**src/rtl/rng_note_gen.sv**
```systemverilog
// Free-running XNOR LFSR with lock-up recovery, driving a note generator
// that picks random notes, random-walks with reflection, or holds.
module rng_note_gen #(
    parameter int                 WIDTH      = 16,
    parameter int                 NOTE_W     = 6,
    parameter int                 NOTE_MAX   = 47,
    parameter logic [WIDTH-1:0]   RESET_SEED = 16'hA455,
    parameter logic [NOTE_W-1:0]  NOTE_INIT  = 6'd45
) (
    input  logic              clk,
    input  logic              rst,
    input  logic              en,
    input  logic              pulse,
    input  logic [1:0]        mode,
    input  logic              seed_load,
    input  logic [WIDTH-1:0]  seed,
    input  logic [WIDTH-1:0]  taps,
    output logic [WIDTH-1:0]  out,
    output logic [NOTE_W-1:0] note,
    output logic              note_valid,
    output logic              lockup
);

    localparam logic [NOTE_W:0] NOTE_MAX_W  = (NOTE_W+1)'(NOTE_MAX);
    localparam logic [NOTE_W:0] NOTE_SPAN_W = (NOTE_W+1)'(NOTE_MAX + 1);
    localparam logic [NOTE_W:0] ONE_W       = (NOTE_W+1)'(1);

    logic [WIDTH-1:0]  out_q, out_d;
    logic [NOTE_W-1:0] note_q, note_d;
    logic              valid_q, valid_d;
    logic              lock_q, lock_d;

    logic              fb;
    logic              step_acc;
    logic [NOTE_W:0]   cand_w, rand_w, step_w, note_w, up_w, dn_w, walk_w;

    // LFSR next state: a load beats shifting, and all-ones never survives.
    always_comb begin
        fb     = ~^(out_q & taps);
        out_d  = {out_q[WIDTH-2:0], fb};
        lock_d = 1'b0;
        if (seed_load) begin
            if (&seed) begin
                out_d  = RESET_SEED;
                lock_d = 1'b1;
            end else begin
                out_d = seed;
            end
        end else if (&out_q) begin
            out_d  = RESET_SEED;
            lock_d = 1'b1;
        end
    end

    // Note arithmetic is one bit wider than the note so nothing wraps.
    always_comb begin
        cand_w = {1'b0, out_q[NOTE_W-1:0]};
        rand_w = (cand_w > NOTE_MAX_W) ? (cand_w - NOTE_SPAN_W) : cand_w;

        step_w = {{(NOTE_W-1){1'b0}}, out_q[1:0]} + ONE_W;
        note_w = {1'b0, note_q};
        up_w   = note_w + step_w;
        dn_w   = note_w - step_w;
        if (out_q[WIDTH-1]) begin
            walk_w = (up_w <= NOTE_MAX_W) ? up_w : dn_w;
        end else begin
            walk_w = (note_w >= step_w) ? dn_w : up_w;
        end

        step_acc = pulse & en;
        valid_d  = step_acc;
        note_d   = note_q;
        if (step_acc) begin
            case (mode)
                2'b01:   note_d = walk_w[NOTE_W-1:0];
                2'b10:   note_d = note_q;
                default: note_d = rand_w[NOTE_W-1:0];
            endcase
        end
    end

    always_ff @(posedge clk) begin
        if (rst) begin
            out_q   <= RESET_SEED;
            note_q  <= NOTE_INIT;
            valid_q <= 1'b0;
            lock_q  <= 1'b0;
        end else begin
            out_q   <= out_d;
            note_q  <= note_d;
            valid_q <= valid_d;
            lock_q  <= lock_d;
        end
    end

    assign out        = out_q;
    assign note       = note_q;
    assign note_valid = valid_q;
    assign lockup     = lock_q;

endmodule

```
**config.mk**
```make
export PLATFORM = sky130hd
export DESIGN_NAME = rng_note_gen
export DESIGN_NICKNAME = d
export VERILOG_FILES = /design/src/rtl/rng_note_gen.sv
export SDC_FILE = /design/constraint.sdc
export NUM_CORES = 1
export LEC_CHECK = 0
export CORE_UTILIZATION = 40
export DETAILED_ROUTE_END_ITERATION = 16
export HOLD_SLACK_MARGIN = 0.1
export MAX_ROUTING_LAYER = met4
export PLACE_DENSITY = 0.87
export SYNTH_ARGS = -nofsm -noshare
export SYNTH_HDL_FRONTEND = slang
export SYNTH_SLANG_ARGS = --single-unit
export TNS_END_PERCENT = 5
```
**constraint.sdc**
```tcl
create_clock -name clk -period 2.8 [get_ports clk]
set_input_delay 0.42 -clock clk [delete_from_list [all_inputs] [get_ports clk]]
set_output_delay 0.42 -clock clk [all_outputs]
set_load 0.1 [all_outputs]
```
==> reports/results.txt <==
Compound-Gate Fraction of Synth Area: 20.49%
period utilization: 96.02%
overall global routing resource usage: 22.99%
syn nets: 250
Post-Synth XOR/XNOR Area: 9.098%
number of gates resized after CTS: 0
gr ovfl total: 0
I/O Buffers: 62
largest family of logic cells by synthesized area: simple AND/OR/NAND/NOR gates
share of the synthesized area in the top cell type: 29.36%
critical path required time: 2960 ps
Hold Path End: note[0]$_SDFFE_PP1P_
Max-slew headroom: 58.61%
Die Wd: 65.97 um
Finished Layout Cells: 310
1st-iter DRT viols: 105
RSZ-0062 raised after global routing: false
Area Overhead vs Synth: 40.60%
actual slew at the worst max-slew pin: 618.5 ps
CP cell instances: ha_1 > inv_1 > fa_2 > a211oi_2 > a21oi_2 > or4_4 > and2_0 > o31a_1
Slowest cell on crit path: or4_4
initial antenna violation count: 0
Yosys top cell by area: dfxtp_1
Worst Path Max Fanout: 6
FF-to-FF setup slack: 110 ps
kind of end point of the critical path: flip-flop
LEAKAGE: 0.9412 nW
final count of hold timing violations: 0
drt pass-1 iters: 4
Synth Flop Type: dfxtp_1
Cells after Synth: 202
Starting Density: 43.08%
first-pass GRT wire length: 7438 um
clock slew at reported path FFs: 90 ps
core area: 3799 um^2
synth top area cells: dfxtp_1 29%, xnor2_1 7.0%, nand2_1 6.4%, ha_1 5.4%, a22oi_1 4.6%
die area: 4351 um^2
status: complete, no violations
cell area after synthesis: 1637 um^2
min-delay worst type: flip-flop to flip-flop
die span in y: 65.97 um
asr flop ratio synth: 0%
beginning of the worst register-to-register path: out[0]$_SDFF_PP1_
reg2reg path depth: 8
Num CTS Buffers: 3
Max Root-Sink Buffers: 2
crit-path leading delay family: simple AND/OR/NAND/NOR gates
Buf/Inv on CP: 1
Post-synth EDFFs: 0
Avg Inst Size Synth: 8.102 um^2
CTS H-Tree Depth: 1
max frequency: 372.0 MHz
yosys warns: 0
register area share after synthesis: 29.36%
vias in the first global route: 1,598
storage element area: 491.7 um^2
antenna viol nets, final: 0
clk root buf: clkbuf_8
Post-Synth Adder-Cell Area: 7.798%
footprint of the multi-input gates: 1080 um^2
Inst Count DP: 306
Synth cell types: 44
# hold bufs at CTS: 0
Worst Path Arrival: 2850 ps
CTS tree: built
largest net degree at the start of global routing: 14
Final Setup Violations: 0
multiplexer area fraction after synthesis: 4.281%
maxcap violations: 0
worst skew pair latency: 260 ps
DR WL/cell: 14.60 um
# diodes: 0
layout cells sized above 1: 16.03%
Rows: 22
fin nets: 311
vias: 1,727
flops & latches, synth: 24
pwr dens: 548.1 nW/um^2
fin crit period: 2689 ps
capture point of the worst reg-to-reg path: note[1]$_SDFFE_PP0P_
crit start category: flip-flop
Hold Crit Start: note[0]$_SDFFE_PP1P_
Post-CTS Setup Inserts: 0
Setup TNS: 0 ps
Slowest Stage Delay on Critical Path: 600 ps
Vias/cell: 5.571
Min-Delay Path Depth: 1
placer congestion estimate: 0.8939
Filler cells: 315
kind of critical path: flip-flop to flip-flop
worst vdd ir: 0.2478 mV
Post-Synth Simple-Gate Area: 23.93%
Critical Path Stages: 8
I/O pins: 63
fin. max-slew vios: 0
post-DP HPWL: 3638 um
final wirelength: 4525 um
Layout Skew: 3.284 ps
clk sinks: 24
drc violations: 0
-- worst max path at each step --
stage                            from              endpoint  slack [ps]
floorplan           out[0]$_SDFF_PP1_  note[1]$_SDFFE_PP0P_          30
global placement    out[0]$_SDFF_PP1_  note[1]$_SDFFE_PP0P_         160
detailed placement  out[0]$_SDFF_PP1_  note[1]$_SDFFE_PP0P_         100
CTS                 out[0]$_SDFF_PP1_  note[1]$_SDFFE_PP0P_          80
global route        out[0]$_SDFF_PP1_  note[2]$_SDFFE_PP1P_           8
finish              out[0]$_SDFF_PP1_  note[1]$_SDFFE_PP0P_         110
-- flip-flops by register name, indices dropped and copies added, names as in the netlist --
signal / flops
lockup: 1
note: 6
note_valid: 1
out: 16
-- where the power goes --
group | internal, mW | switching, mW | total [mW] | leakage [nW]
Combinational | 0.226 | 0.401 | 0.627 | 0.719
Sequential | 0.372 | 0.0504 | 0.422 | 0.200
Clock | 0.102 | 0.110 | 0.212 | 0.0228
-- metrics by stage --
step	power (mW)	instance area (um^2)	hold WS, ps	utilization, %	worst slack (ps)
floorplan	0.8866	1648	537.9	-	34.29
global placement	1.036	2250	476.0	59.22	158.8
detailed placement	1.048	2250	479.2	59.22	97.62
CTS	1.253	2295	499.2	60.41	81.05
global route	1.325	2301	527.0	60.57	7.761
finish	1.261	2301	494.0	60.57	111.5
-- cells in the mapped netlist, types with 2 or more instances --
library cell and n:
a211oi_1 4, mux2i_1 7, nor3_1 2, fa_1 2, xnor2_1 13, clkbuf_1 5
o21bai_1 3, nand2_1 28, nand4_1 8, a21oi_1 10, nor4_1 4, and3_1 2
a22oi_1 10, nor2b_1 4, ha_1 7, a311oi_1 2, buf_1 3, inv_1 11
dfxtp_1 24, xor2_1 4, nand2b_1 2, nand3_1 6, a211o_1 3, nor2_1 18
-- cells in the final DEF, fill, tap and decap left out, drive strengths merged, types with 4 or more instances in the layout --
cell type,n
nor2b,4
xnor2,13
a21oi,11
a211oi,5
clkbuf,4
nor2,18
nand3,6
xor2,4
mux2i,7
buf,27
ha,7
nand4,8
nand2,28
a22oi,10
clkdlybuf4s50,38
nor4,4
dfxtp,24
inv,11
-- area by class of cell --
cell class | instances | share of cell area (%)
Multi-Input combinational cell | 158 | 46.93
Timing Repair Buffer | 65 | 25.34
Sequential cell | 24 | 21.37
Tap cell | 48 | 2.610
Clock buffer | 4 | 1.958
Inverter | 11 | 1.794
-- kinds of logic (layout without fill, tap and decap cells) --
family,Yosys count,after routing
adder cells (fa/ha/maj),9,9
AO/OA/AOI/OAI,45,45
flip-flops,24,24
AND/OR/NAND/NOR,80,80
multiplexers,7,7
XOR/XNOR,17,17
buffers and inverters,20,80
-- layer usage --
layer | up-vias | wire length [um] | track usage (%)
met1 | 766 | 1838 | 27.49
li1 | 848 | - | -
met4 | 0 | 110 | 8.245
met3 | 12 | 381 | 3.793
met5 | - | 0 | -
met2 | 101 | 2194 | 38.78
No activity file was read; power rests on OpenSTA's default activity.
